## src/rtl/bnn_out_pkg.sv

```systemverilog
// Shared constants and types for the BNN argmax output stage.
package bnn_out_pkg;

    localparam int NUM_CLASSES_DEF = 10;
    localparam int SCORE_W_DEF     = 7;
    localparam int CLASS_W_DEF     = $clog2(NUM_CLASSES_DEF);

    typedef logic [SCORE_W_DEF-1:0] score_t;
    typedef logic [CLASS_W_DEF-1:0] class_t;

    typedef enum logic [1:0] {
        IDLE = 2'd0,
        SCAN = 2'd1,
        DONE = 2'd2
    } state_e;

endpackage

```

## src/rtl/bnn_argmax_cmp.sv

```systemverilog
// Combinational compare/update cell for the sequential argmax scan.
// Optional: BNN_ARGMAX_TOP2_EN also tracks the runner-up score and index.
// Strict ">" everywhere, so the lowest index holding a given value wins.
module bnn_argmax_cmp #(
    parameter int SCORE_W = 7,
    parameter int CLASS_W = 4
) (
    input  logic [SCORE_W-1:0] cand_i,
    input  logic [CLASS_W-1:0] cand_idx_i,
    input  logic [SCORE_W-1:0] best_i,
    input  logic [CLASS_W-1:0] best_idx_i,
`ifdef BNN_ARGMAX_TOP2_EN
    input  logic [SCORE_W-1:0] second_i,
    input  logic [CLASS_W-1:0] second_idx_i,
    input  logic               has_second_i,
    output logic [SCORE_W-1:0] second_o,
    output logic [CLASS_W-1:0] second_idx_o,
    output logic               has_second_o,
`endif
    output logic [SCORE_W-1:0] best_o,
    output logic [CLASS_W-1:0] best_idx_o
);

    // Update the running best (and runner-up) with one candidate score.
    always_comb begin
        best_o     = best_i;
        best_idx_o = best_idx_i;
`ifdef BNN_ARGMAX_TOP2_EN
        second_o     = second_i;
        second_idx_o = second_idx_i;
        has_second_o = has_second_i;
        if (cand_i > best_i) begin
            // The old best is demoted to runner-up.
            best_o       = cand_i;
            best_idx_o   = cand_idx_i;
            second_o     = best_i;
            second_idx_o = best_idx_i;
            has_second_o = 1'b1;
        end else if (!has_second_i || (cand_i > second_i)) begin
            // First non-best candidate always seeds the runner-up slot.
            second_o     = cand_i;
            second_idx_o = cand_idx_i;
            has_second_o = 1'b1;
        end
`else
        if (cand_i > best_i) begin
            best_o     = cand_i;
            best_idx_o = cand_idx_i;
        end
`endif
    end

endmodule

```

## src/rtl/bnn_argmax_out.sv

```systemverilog
// BNN output stage: captures 10 class scores, scans them one per cycle and
// presents the winning class index and its score on a valid/ready port.
// Optional: BNN_ARGMAX_TOP2_EN adds second_class_o and margin_o.
//
// Handshakes: a transfer happens on a rising edge where valid and ready are
// both high. scores_valid_i must be held until scores_ready_o (IDLE only);
// valid_o is held with stable class_o/score_o until ready_i is seen.
module bnn_argmax_out
    import bnn_out_pkg::*;
#(
    parameter int NUM_CLASSES = NUM_CLASSES_DEF,
    parameter int SCORE_W     = SCORE_W_DEF,
    parameter int CLASS_W     = $clog2(NUM_CLASSES)
) (
    input  logic                                clk_i,
    input  logic                                rst_i,
    input  logic [NUM_CLASSES-1:0][SCORE_W-1:0] scores_i,
    input  logic                                scores_valid_i,
    output logic                                scores_ready_o,
    output logic [CLASS_W-1:0]                  class_o,
    output logic [SCORE_W-1:0]                  score_o,
`ifdef BNN_ARGMAX_TOP2_EN
    output logic [CLASS_W-1:0]                  second_class_o,
    output logic [SCORE_W-1:0]                  margin_o,
`endif
    output logic                                valid_o,
    input  logic                                ready_i
);

    localparam logic [CLASS_W-1:0] LAST_IDX = CLASS_W'(NUM_CLASSES - 1);

    state_e                                state_q, state_d;
    logic [NUM_CLASSES-1:0][SCORE_W-1:0]   cap_q, cap_d;
    logic [CLASS_W-1:0]                    idx_q, idx_d;
    logic [SCORE_W-1:0]                    best_q, best_d, upd_best;
    logic [CLASS_W-1:0]                    best_idx_q, best_idx_d, upd_best_idx;
    logic [CLASS_W-1:0]                    class_q, class_d;
    logic [SCORE_W-1:0]                    score_q, score_d;
`ifdef BNN_ARGMAX_TOP2_EN
    logic [SCORE_W-1:0]                    second_q, second_d, upd_second;
    logic [CLASS_W-1:0]                    second_idx_q, second_idx_d, upd_second_idx;
    logic                                  has_second_q, has_second_d, upd_has_second;
    logic [CLASS_W-1:0]                    second_class_q, second_class_d;
    logic [SCORE_W-1:0]                    margin_q, margin_d;
`endif

    assign scores_ready_o = (state_q == IDLE);
    assign valid_o        = (state_q == DONE);
    assign class_o        = class_q;
    assign score_o        = score_q;
`ifdef BNN_ARGMAX_TOP2_EN
    assign second_class_o = second_class_q;
    assign margin_o       = margin_q;
`endif

    bnn_argmax_cmp #(
        .SCORE_W (SCORE_W),
        .CLASS_W (CLASS_W)
    ) u_cmp (
        .cand_i       (cap_q[idx_q]),
        .cand_idx_i   (idx_q),
        .best_i       (best_q),
        .best_idx_i   (best_idx_q),
`ifdef BNN_ARGMAX_TOP2_EN
        .second_i     (second_q),
        .second_idx_i (second_idx_q),
        .has_second_i (has_second_q),
        .second_o     (upd_second),
        .second_idx_o (upd_second_idx),
        .has_second_o (upd_has_second),
`endif
        .best_o       (upd_best),
        .best_idx_o   (upd_best_idx)
    );

    // Next-state logic: capture in IDLE, one class per cycle in SCAN, hold in DONE.
    always_comb begin
        state_d    = state_q;
        cap_d      = cap_q;
        idx_d      = idx_q;
        best_d     = best_q;
        best_idx_d = best_idx_q;
        class_d    = class_q;
        score_d    = score_q;
`ifdef BNN_ARGMAX_TOP2_EN
        second_d       = second_q;
        second_idx_d   = second_idx_q;
        has_second_d   = has_second_q;
        second_class_d = second_class_q;
        margin_d       = margin_q;
`endif
        case (state_q)
            IDLE: begin
                if (scores_valid_i) begin
                    cap_d      = scores_i;
                    best_d     = scores_i[0];
                    best_idx_d = '0;
                    idx_d      = CLASS_W'(1);
`ifdef BNN_ARGMAX_TOP2_EN
                    second_d     = '0;
                    second_idx_d = '0;
                    has_second_d = 1'b0;
`endif
                    state_d    = SCAN;
                end
            end
            SCAN: begin
                best_d     = upd_best;
                best_idx_d = upd_best_idx;
                idx_d      = idx_q + CLASS_W'(1);
`ifdef BNN_ARGMAX_TOP2_EN
                second_d     = upd_second;
                second_idx_d = upd_second_idx;
                has_second_d = upd_has_second;
`endif
                if (idx_q == LAST_IDX) begin
                    class_d = upd_best_idx;
                    score_d = upd_best;
`ifdef BNN_ARGMAX_TOP2_EN
                    second_class_d = upd_second_idx;
                    margin_d       = upd_best - upd_second;
`endif
                    idx_d   = '0;
                    state_d = DONE;
                end
            end
            DONE: begin
                if (ready_i) begin
                    state_d = IDLE;
                end
            end
            default: state_d = IDLE;
        endcase
    end

    // State and datapath registers; reset discards any operation in flight.
    always_ff @(posedge clk_i or posedge rst_i) begin
        if (rst_i) begin
            state_q    <= IDLE;
            cap_q      <= '0;
            idx_q      <= '0;
            best_q     <= '0;
            best_idx_q <= '0;
            class_q    <= '0;
            score_q    <= '0;
`ifdef BNN_ARGMAX_TOP2_EN
            second_q       <= '0;
            second_idx_q   <= '0;
            has_second_q   <= 1'b0;
            second_class_q <= '0;
            margin_q       <= '0;
`endif
        end else begin
            state_q    <= state_d;
            cap_q      <= cap_d;
            idx_q      <= idx_d;
            best_q     <= best_d;
            best_idx_q <= best_idx_d;
            class_q    <= class_d;
            score_q    <= score_d;
`ifdef BNN_ARGMAX_TOP2_EN
            second_q       <= second_d;
            second_idx_q   <= second_idx_d;
            has_second_q   <= has_second_d;
            second_class_q <= second_class_d;
            margin_q       <= margin_d;
`endif
        end
    end

endmodule

```

## config.mk

```make
export PLATFORM = sky130hd
export DESIGN_NAME = bnn_argmax_out
export DESIGN_NICKNAME = d
export VERILOG_FILES = /design/src/rtl/bnn_out_pkg.sv /design/src/rtl/bnn_argmax_cmp.sv /design/src/rtl/bnn_argmax_out.sv
export SDC_FILE = /design/constraint.sdc
export NUM_CORES = 1
export LEC_CHECK = 0
export ABC_AREA = 1
export CAP_MARGIN = 10
export CORE_UTILIZATION = 47
export DETAILED_ROUTE_END_ITERATION = 8
export PLACE_DENSITY = 0.72
export SKIP_LAST_GASP = 1
export SLEW_MARGIN = 30
export SYNTH_ARGS = -nofsm -noshare
export SYNTH_HDL_FRONTEND = slang
export SYNTH_SLANG_ARGS = --single-unit
```

## constraint.sdc

```tcl
create_clock -name clk_i -period 11.15 [get_ports clk_i]
set_clock_uncertainty 0.15 [all_clocks]
set_input_delay 3.345 -clock clk_i [delete_from_list [all_inputs] [get_ports clk_i]]
set_output_delay 3.345 -clock clk_i [all_outputs]
set_load 0.01 [all_outputs]
```

# Word-level counts from Yosys, hierarchy flattened
# Index checks and enable logic that the tools add are counted.
# totals
register_bits	98
latchBits	0
ram_bits	0
romBits	0
input_bits	74
output_inout_bits	13
wordCells	46
memories	0
# classes
n_addsub	1
n_mul	0
n_div	0
order_cmp	2
n_eq_ne	6
shift	0
n_mux	15
bitwise	0
reduce_logical	6
# op_table
op	count
7-bit binary-select mux with 4-bit select	1
7-bit 2-to-1 mux	3
4-bit 2-to-1 mux	4
4-bit one-hot mux with 2 select lines	2
7-bit one-hot mux with 2 select lines	1
7-bit > comparator	1
2-bit 2-to-1 mux	3
2-bit one-hot mux with 3 select lines	1
2-bit AND reduction	3
4-bit by 5-bit less-than comparator with 1-bit output, second input constant	1
4-bit by 1-bit adder with 4-bit output, second input constant	1
4-bit equality test, second input constant	1
2-bit != test, second input constant	2
3-bit AND reduction	1
2-bit by 1-bit equality test with 1-bit output, second input constant	1
2-bit equality test, second input constant	1
2-bit logical NOT	1
2-bit by 1-bit != test with 1-bit output, second input constant	1
2-bit nonzero test	1

# Longest topological paths before layout
# Gate-level depths: netlist (run 1).
# logic_depth
word_depth	5
mapped_depth	20
ltp_nobuf	16

# Hierarchy
# A second synthesis (run 1) with hierarchy kept.
# hier_totals
cells_unflattened	634
hier_area_um2	5006.1
# by_module_without_submodules
module	n_inst	cells_per_inst	area_each_um2	seq_area_each_um2
bnn_argmax_out	1	567	4559.4	2452.4
bnn_argmax_cmp	1	67	446.7	0.0

# Worst setup path before layout (run 1)
# Ideal clock, no wire load.
# synth_timing
path_kind	input to register
startpoint	in scores_valid_i
endpoint	reg best_q[6]
setup_time_ps	65
arrival_ps	3989
t_required_ps	10935
path_slack_ps	6946
path_stages	8
n_path_buf	1
path_cell_list	nand2_4 > inv_2 > nor2_4 > inv_2 > buf_6 > o21ai_1 > inv_2 > nand2_1
# synth_between
elab_chain_len	2
# synth_lines
element	line_no	rtl
start, declared	bnn_argmax_out.sv:18	input logic scores_valid_i,
2-bit != test (no source line)	n/a	
2-bit AND reduction (no source line)	n/a	
end signal, assigned	bnn_argmax_out.sv:157	best_q <= best_d;
end, declared	bnn_argmax_out.sv:35	logic [SCORE_W-1:0] best_q, best_d, upd_best;
# Every way passes these cells.
# A chain may end at the register's enable or synchronous reset.

# Worst setup path after layout (run 1)
# Same ends and word-level chain as after synthesis.

==> impl_metrics.csv, run 1 <==
group,metric,value,unit
cts,cts_resized,0,
cts,cts-hold-fix-buffers,0,
power_and_ir_drop,p_sw,826,uW
yosys,avgSynthCellArea,7.67,um2
cts,clk_pin_slew,0.09,ns
yosys,yosys.area.top_type_share,49.6,%
grt,antenna_found_initial,0,
yosys,synth_area,4950,um2
worst_setup_path,worstPathRequired,11.31,ns
placement,placed_area,5810,um2
grt,globalRouteOverflowTotal,0,
floorplan,initial_core_util,48.1,%
worst_setup_path,critical_path_class,"input port to flop",
worst_setup_path,crit_arrival,5.23,ns
cts,htreeDepth,3,
yosys,syn_nets,728,
routing,num_vias,4296,
cts,cts_tree,"done",
finish,nNetsFinal,798,
worst_setup_path,crit_path_start_kind,"input port",
placement,io_buffers,86,
finish,n_fill_cell,988,
floorplan,chipWidth,105,um
timing,setup_tns,0,ns
timing,tightest_slew,0.943,ns
power_and_ir_drop,combPwrFrac,52.4,%
run,cap_violations,0,
yosys,ys_seq_area_share,49.6,%
timing,max_freq,197,MHz
floorplan,die_y,105,um
timing,fin_crit_sh,45.5,%
finish,fin_cells,856,
timing,fin_crit,5.07,ns
worst_hold_path,hold_start,"cap_q[69]$_DFFE_PP0P_",
timing,slew_headroom,37.2,%
worst_setup_path,endpoint_kind,"flop",
cts,cts_buffers,9,
yosys,synth_area_leaders,"dfrtp_1, nand2_1, nand3_1",
yosys,synthDistinctLibCells,26,
cts,cts_sinks,98,
routing,drt-vias-per-instance,5.02,
run_status,status,"complete, no violations",
yosys,netlist_instances,645,
power_and_ir_drop,p_int,1.00,mW
yosys,synth_largest_area_cell,"dfrtp_1",
finish,design_area,6040,um2
floorplan,ios,87,
power_and_ir_drop,power_frac_clock,14.2,%
finish,drive_gt1_share,6.25,%
yosys,ys_seq_elements,98,
power_and_ir_drop,swShare,45.2,%
routing,drtPass1Iterations,5,
finish,antennaDiodeCount,0,
cts,clk_latency,0.37,ns
finish,syn_to_final_growth,22.1,%
power_and_ir_drop,ir_drop,0.113,mV
cts,root_buffer,"clkbuf_8",
cts,postCtsSetupBuffers,0,
routing,initialDrtViolationCount,230,
grt,grt_max_degree,114,
power_and_ir_drop,power_frac_seq,33.4,%
floorplan,core_region_area,10300,um2
cts,clk_path_buf_depth,2,
routing,totalWireLength,11700,um
routing,drc_errors,0,
timing,setup-violations-final,0,
floorplan,die_area,10900,um2
worst_setup_path,critPathLaunch,"scores_valid_i",
timing,hold_viol,0,
grt,grt_pass1_vias,4167,
yosys,yosys_warnings,0,
routing,wl_per_cell,13.7,um
grt,grt_pass1_wl,19500,um
grt,grt_use_total,22.4,%
timing,drv_slew,0,
routing,drtAntennaViolNets,0,
timing,rsz0062_at_grt,"false",
worst_setup_path,crit_fanout,113,
worst_setup_path,rr_startpoint,"idx_q[1]$_DFFE_PP0P_",
placement,dpl.hpwl,8170,um
placement,gp_congestion,0.888,
placement,dp.cells,840,
floorplan,rows,37,
power_and_ir_drop,p_leak,3.02,nW
worst_hold_path,hp-class,"flop to flop",
power_and_ir_drop,cellPowerDensity,302,nW/um2
==> state kept, by name (all words and copies together), names as in the netlist <==
name        flops
class_o         4
score_o         7
best_q          7
best_idx_q      4
state_q         2
cap_q          70
idx_q           4
==> cell families after synthesis <==
group	after synthesis	share of synthesized area, %
AOI/OAI and AO/OA	82	8.70
buffers and inverters	119	10.6
adders and majority gates	9	2.28
and+or+nand+nor	335	28.5
DFF	98	49.6
xor gates and xnor gates	2	0.354
==> power groups by stage <==
stage / Sequential, mW / Clock [mW] / Combinational (mW)
2_1_floorplan: 0.591 / 0 / 0.752
4_1_cts: 0.611 / 0.263 / 0.957
3_3_place_gp: 0.611 / 0 / 0.919
5_1_grt: 0.631 / 0.274 / 1.09
6_report: 0.611 / 0.259 / 0.957
3_5_place_dp: 0.617 / 0 / 0.953
==> routing by layer <==
| metal | track usage [%] | wire, um | vias to the layer above |
|---|---|---|---|
| met3 | 3.87 | 534 | 20 |
| met1 | 30.3 | 5570 | 2017 |
| li1 | - | - | 2136 |
| met5 | 0 | 0 | - |
| met4 | 7.34 | 227 | 0 |
| met2 | 36.5 | 5390 | 123 |
==> path summary, 6_finish.rpt <==
path | to | slack [ns] | depth (start not counted)
max in group asynchronous | cap_q[22]$_DFFE_PP0P_ | 6.44 | 3
worst min-delay path | cap_q[69]$_DFFE_PP0P_ | 0.34 | 2
min in group asynchronous | cap_q[19]$_DFFE_PP0P_ | 3.21 | 2
worst max register to register | best_idx_q[2]$_DFFE_PP0P_ | 7.67 | 14
worst min register to register | cap_q[69]$_DFFE_PP0P_ | 0.34 | 2
worst max-delay path | best_q[6]$_DFFE_PP0P_ | 6.08 | 8
==> worst max-delay path, cell delays in order <==
cell and delay, ns:
clkdlybuf4s50_1 0.50, nand2_4 0.22, inv_2 0.19, buf_6 0.57, nand2_1 0.14, o21ai_1 0.13
inv_2 0.04, nand2_1 0.05
==> cells in the final DEF (no fill, tap or decap) <==
cell	n
clkbuf_8	10
nand3b_1	1
o21ai_0	16
clkdlybuf4s50_1	86
buf_6	1
nand2_4	1
clkinv_4	2
a21oi_1	1
nor2_1	14
o22ai_1	8
inv_4	1
nand3_2	3
nand2_2	2
bufinv_16	2
o21ai_1	54
buf_4	2
inv_1	77
a21oi_2	2
nor3_2	3
o31ai_1	1
clkinv_2	2
inv_2	10
nand3_1	64
clkinvlp_4	1
ha_1	9
dfrtp_1	98
nor2_2	1
nand2_1	244
xor2_1	2
nor2_4	2
==> stage by stage <==
step / utilization (%) / hold WS (ns) / setup slack (ns) / total power, mW
5_1_grt: 58.8 / 0.355 / 5.87 / 1.99
3_5_place_dp: 56.6 / 0.317 / 5.48 / 1.57
3_3_place_gp: 56.6 / 0.313 / 5.53 / 1.53
6_report: 58.8 / 0.335 / 6.08 / 1.83
4_1_cts: 58.8 / 0.340 / 5.87 / 1.83
2_1_floorplan: - / 0.299 / 5.09 / 1.34
==> synthesized netlist by cell type (all sizes together) <==
library cell    n
clkbuf          4
buf            26
nor2           17
nor3            3
ha              9
o21ai          70
nand2         247
o22ai           8
a21oi           3
xor2            2
inv            89
o31ai           1
nand3b          1
nand3          67
dfrtp          98
==> cell type report <==
| cell class | instances | area (um2) | share of cell area, % |
|---|---|---|---|
| Timing Repair Buffer | 89 | 887 | 14.7 |
| Clock buffer | 10 | 138 | 2.28 |
| Inverter | 89 | 338 | 5.59 |
| Multi-Input combinational cell | 428 | 1970 | 32.6 |
| Tap cell | 136 | 170 | 2.82 |
| Clock inverter | 6 | 90.1 | 1.49 |
| Sequential cell | 98 | 2450 | 40.6 |
Note: power is estimated with default switching activity, not from simulation.
==> inputs of run 2 (changes only) <==
==> constraint.sdc (replaced) <==
create_clock -name clk_i -period 4.9 [get_ports clk_i]
set_clock_uncertainty 0.15 [all_clocks]
set_input_delay 1.47 -clock clk_i [delete_from_list [all_inputs] [get_ports clk_i]]
set_output_delay 1.47 -clock clk_i [all_outputs]
set_load 0.01 [all_outputs]
==> run 2 against run 1 <==
  * Final area increased by 0.29%
  * Non-clock buffer count grew 1
  * Combinational power grew 120%
  * Via count fell by 0.56%
  * First-iteration DRC count grew 15%
  * Critical path type is now flop to flop
  * Critical endpoint is now best_idx_q[3]$_DFFE_PP0P_
  * Largest cell class unchanged
==> impl_metrics.csv, run 2 (synthesis gave the netlist of run 1 again) <==
group,metric,value,unit
routing,drtAntennaViolNets,0,
worst_setup_path,worstPathRequired,4.99,ns
timing,finalWorstSetupSlack,1.50,ns
timing,fin_crit,3.40,ns
cts,clk_path_buf_depth,2,
timing,setup-violations-final,0,
placement,io_buffers,86,
cts,cts-hold-fix-buffers,0,
grt,antenna_found_initial,0,
finish,nNetsFinal,799,
floorplan,core_region_area,10300,um2
floorplan,die_y,105,um
cts,clk_latency,0.37,ns
power_and_ir_drop,ir_drop,0.373,mV
finish,top_register,"cap_q",
grt,met1_usage,30.4,%
worst_setup_path,crit_fanout,25,
cts,htreeDepth,3,
timing,slew_headroom,35.8,%
finish,multi_input_area,1970,um2
routing,wl_per_cell,13.2,um
worst_setup_path,critical_path_class,"flop to flop",
power_and_ir_drop,p_leak,3.03,nW
power_and_ir_drop,cellPowerDensity,682,nW/um2
floorplan,die_area,10900,um2
worst_hold_path,hp-class,"flop to flop",
grt,grt_pass1_wl,19100,um
placement,dpl.hpwl,7860,um
floorplan,initial_core_util,48.1,%
placement,post-place-ws,1.22,ns
routing,totalWireLength,11400,um
grt,globalRouteMet3Util,3.12,%
run_status,status,"complete, no violations",
worst_setup_path,crit_arrival,3.49,ns
finish,syn_to_final_growth,22.5,%
finish,drive_gt1_share,6.24,%
routing,drt-vias-per-instance,4.98,
timing,drv_slew,0,
timing,setup_tns,0,ns
timing,rsz0062_at_grt,"false",
finish,layout_commonest_cell,"nand2_1",
routing,drtPass1Iterations,5,
cts,postCtsSetupBuffers,0,
finish,n_fill_cell,963,
cts,cts_sinks,98,
cts,cts_buffers,9,
grt,grt_pass1_vias,4076,
grt,globalRouteOverflowTotal,0,
finish,largest_reg_flops,70,
floorplan,rows,37,
placement,gp_congestion,0.854,
power_and_ir_drop,power.total,4.14,mW
cts,cts_resized,0,
floorplan,chipWidth,105,um
finish,final_cell_mix,"nand2_1, dfrtp_1, clkdlybuf4s50_1, inv_1, nand3_1",
worst_setup_path,crit_path_start_kind,"flop",
grt,busiest_layer,"met2",
finish,antennaDiodeCount,0,
grt,grt_use_total,22.0,%
finish,regArea,2450,um2
routing,initialDrtViolationCount,264,
timing,hold_viol,0,
cts,clk_pin_slew,0.08,ns
grt,grt_max_degree,99,
run,cap_violations,0,
timing,max_freq,294,MHz
finish,fin_util,59.0,%
cts,cts_tree,"done",
worst_setup_path,endpoint_kind,"flop",
grt,grt_use_met2,35.7,%
floorplan,ios,87,
timing,tightest_slew,0.962,ns
routing,drc_errors,0,
routing,num_vias,4272,
timing,whs,0.336,ns
timing,fin_crit_sh,69.4,%
cts,root_buffer,"clkbuf_8",
run 2: cell types whose count changed in the layout (fill, tap and decap cells not counted), sizes merged:
| cell | change |
|---|---|
| clkinv | -1 |
| clkinvlp | -1 |
| buf | +1 |
| clkbuf | +2 |
run 2: layer usage:
layer / routed length (um) / part of all wire (%) / up-vias
met3: 489 / 4.3 / 24
li1: - / - / 2148
met1: 5340 / 47 / 1993
met2: 5280 / 47 / 107
met5: 0 / 0 / -
met4: 242 / 2.1 / 0
run 2: cell type report:
cell class / count / area share (%)
Inverter: 89 / 5.57
Clock buffer: 12 / 2.56
Multi-Input combinational cell: 428 / 32.5
Sequential cell: 98 / 40.5
Tap cell: 136 / 2.81
Clock inverter: 4 / 1.22
Timing Repair Buffer: 90 / 14.9
run 2: path summary, 6_finish.rpt:
| path | start | to | slack [ns] | cells past startpoint |
|---|---|---|---|---|
| setup / recovery | idx_q[1]$_DFFE_PP0P_ | best_idx_q[3]$_DFFE_PP0P_ | 1.50 | 14 |
| hold / removal | cap_q[68]$_DFFE_PP0P_ | cap_q[68]$_DFFE_PP0P_ | 0.34 | 2 |
| setup reg to reg | idx_q[1]$_DFFE_PP0P_ | best_idx_q[3]$_DFFE_PP0P_ | 1.50 | 14 |
| hold reg to reg | cap_q[68]$_DFFE_PP0P_ | cap_q[68]$_DFFE_PP0P_ | 0.34 | 2 |
| max in group asynchronous | rst_i | cap_q[56]$_DFFE_PP0P_ | 2.78 | 3 |
| min in group asynchronous | rst_i | cap_q[19]$_DFFE_PP0P_ | 1.32 | 3 |
run 2: worst max-delay path: stages (launching register included):
cell,delay [ns]
dfrtp_1,0.98
inv_2,0.27
nand3_1,0.18
nand3_1,0.13
nand3_1,0.18
nand2_1,0.08
ha_1,0.32
a21oi_1,0.15
nand2_1,0.07
nand2_1,0.12
nand2_1,0.10
nand2_2,0.25
nand2_1,0.08
o21ai_1,0.12
o21ai_1,0.08
run 2: where the power goes:
group          switching [mW]  internal (mW)  total, mW
clock network           0.276          0.316      0.592
registers               0.193           1.20       1.39
logic                    1.37          0.780       2.15
run 2: through the flow:
stage,instance area [um2],instances
after global routing,6060,857
after CTS,6060,857
after global placement,5830,841
after detailed placement,5830,841
after floorplan,4950,645
final,6060,857
==> inputs of run 3 (changes only) <==
==> constraint.sdc (replaced) <==
create_clock -name clk_i -period 3.35 [get_ports clk_i]
set_clock_uncertainty 0.15 [all_clocks]
set_input_delay 1.005 -clock clk_i [delete_from_list [all_inputs] [get_ports clk_i]]
set_output_delay 1.005 -clock clk_i [all_outputs]
set_load 0.01 [all_outputs]
==> run 3 against run 2 <==
  * Die area stayed put
  * First-iteration DRC count shrank 8.3%
  * Sequential cell count stayed put
  * Register-to-register slack lost 1.1 ns
  * Critical endpoint is now best_idx_q[0]$_DFFE_PP0P_
==> impl_metrics.csv, run 3 (synthesis gave the netlist of run 1 again) <==
group,metric,value,unit
grt,busiest_layer,"met2",
worst_setup_path,critical_path_class,"flop to flop",
placement,io_buffers,86,
worst_setup_path,crit_arrival,3.06,ns
grt,globalRouteMet3Util,2.81,%
grt,grt_pass1_vias,4266,
cts,cts_buffers,9,
worst_hold_path,hold_end,"cap_q[59]$_DFFE_PP0P_",
finish,multi_input_area,1970,um2
timing,tightest_slew,0.513,ns
grt,grt_use_total,22.6,%
worst_hold_path,hp-class,"flop to flop",
finish,fin_cells,859,
finish,top_register,"cap_q",
worst_setup_path,crit_path_start_kind,"flop",
power_and_ir_drop,ir_drop,0.442,mV
worst_setup_path,r2r_slack,0.39,ns
worst_setup_path,r2r-end,"best_idx_q[0]$_DFFE_PP0P_",
grt,grt_pass1_wl,19700,um
cts,clk_pin_slew,0.10,ns
grt,grt_use_met2,36.7,%
grt,globalRouteOverflowTotal,0,
worst_setup_path,endpoint_kind,"flop",
timing,hold_viol,0,
worst_setup_path,rr_startpoint,"idx_q[1]$_DFFE_PP0P_",
floorplan,ios,87,
routing,drtPass1Iterations,4,
placement,dpl.hpwl,8150,um
floorplan,die_area,10900,um2
timing,setup-violations-final,0,
routing,drtAntennaViolNets,0,
cts,cts_resized,0,
cts,postCtsSetupBuffers,0,
cts,clk_latency,0.38,ns
power_and_ir_drop,p_leak,3.04,nW
floorplan,chipWidth,105,um
cts,htreeDepth,3,
finish,layout_commonest_cell,"nand2_1",
finish,syn_to_final_growth,22.9,%
cts,cts_sinks,98,
power_and_ir_drop,cellPowerDensity,1000,nW/um2
finish,regArea,2450,um2
worst_hold_path,hold_start,"cap_q[59]$_DFFE_PP0P_",
floorplan,initial_core_util,48.1,%
finish,n_fill_cell,953,
timing,fin_crit_sh,88.4,%
routing,drt-vias-per-instance,4.99,
worst_setup_path,ff2ff_path_depth,13,
placement,gp_congestion,0.886,
worst_hold_path,holdPathStages,2,
routing,num_vias,4283,
cts,cts-hold-fix-buffers,0,
finish,final_cell_mix,"nand2_1, dfrtp_1, clkdlybuf4s50_1, inv_1, nand3_1",
grt,antenna_found_initial,0,
floorplan,die_y,105,um
worst_setup_path,crit_fanout,14,
run,cap_violations,0,
grt,grt_max_degree,115,
power_and_ir_drop,power.total,6.11,mW
grt,met1_usage,30.0,%
cts,root_buffer,"clkbuf_8",
timing,drv_slew,0,
timing,fin_crit,2.96,ns
timing,rsz0062_at_grt,"false",
timing,slew_headroom,65.8,%
finish,nNetsFinal,801,
finish,largest_reg_flops,70,
floorplan,core_region_area,10300,um2
placement,dp.cells,843,
routing,totalWireLength,11600,um
run_status,status,"complete, no violations",
worst_setup_path,worstPathRequired,3.45,ns
cts,clk_path_buf_depth,2,
floorplan,rows,37,
cts,cts_tree,"done",
routing,wl_per_cell,13.5,um
routing,initialDrtViolationCount,242,
routing,drc_errors,0,
timing,setup_tns,0,ns
finish,drive_gt1_share,6.64,%
timing,max_freq,338,MHz
finish,antennaDiodeCount,0,
run 3: layout make-up:
class,instances,share of cell area [%]
Multi-Input combinational cell,428,32.4
Clock buffer,9,2.04
Clock inverter,7,1.52
Timing Repair Buffer,92,15.3
Tap cell,136,2.80
Sequential cell,98,40.3
Inverter,89,5.62
run 3: where the power goes:
part	leakage (nW)	switching, mW	total [mW]	internal (mW)
sequential	1.21	0.267	2.02	1.75
clock	0.113	0.418	0.839	0.421
combinational	1.72	2.09	3.25	1.17
run 3: through the flow:
step	util, %	hold WS (ns)	cell area [um2]	worst slack (ns)
after floorplan	-	0.299	4950	0.910
after global placement	57.1	0.314	5860	0.472
after detailed placement	57.1	0.317	5860	0.443
after CTS	59.2	0.340	6080	0.416
after global routing	59.2	0.365	6080	0.113
final	59.2	0.340	6080	0.388
run 3: routing by layer:
| metal | routed length, um | share of wire (%) | vias up |
|---|---|---|---|
| li1 | - | - | 2154 |
| met1 | 5360 | 46 | 2003 |
| met2 | 5560 | 48 | 105 |
| met3 | 411 | 3.5 | 21 |
| met4 | 267 | 2.3 | 0 |
| met5 | 0 | 0 | - |
run 3: worst max-delay path by stage:
stage | start | endpoint | slack (ns) | depth (start not counted)
floorplan | idx_q[0]$_DFFE_PP0P_ | best_q[1]$_DFFE_PP0P_ | 0.91 | 18
global placement | scores_valid_i | best_q[6]$_DFFE_PP0P_ | 0.47 | 8
detailed placement | scores_valid_i | best_q[6]$_DFFE_PP0P_ | 0.44 | 8
CTS | idx_q[0]$_DFFE_PP0P_ | best_q[4]$_DFFE_PP0P_ | 0.42 | 15
global route | idx_q[1]$_DFFE_PP0P_ | best_idx_q[0]$_DFFE_PP0P_ | 0.11 | 13
finish | idx_q[1]$_DFFE_PP0P_ | best_idx_q[0]$_DFFE_PP0P_ | 0.39 | 13
run 3: worst max-delay path, stage by stage, from the launching register on:
cell and delay (ns):
dfrtp_1 0.52, buf_4 0.23, nor3_2 0.38, nand2_1 0.15, nand2_1 0.11, ha_1 0.24, nand2_1 0.14, inv_2 0.05
a21oi_2 0.20, nand2_1 0.12, nand2_2 0.25, nand2_1 0.08, o21ai_1 0.12, o21ai_1 0.09
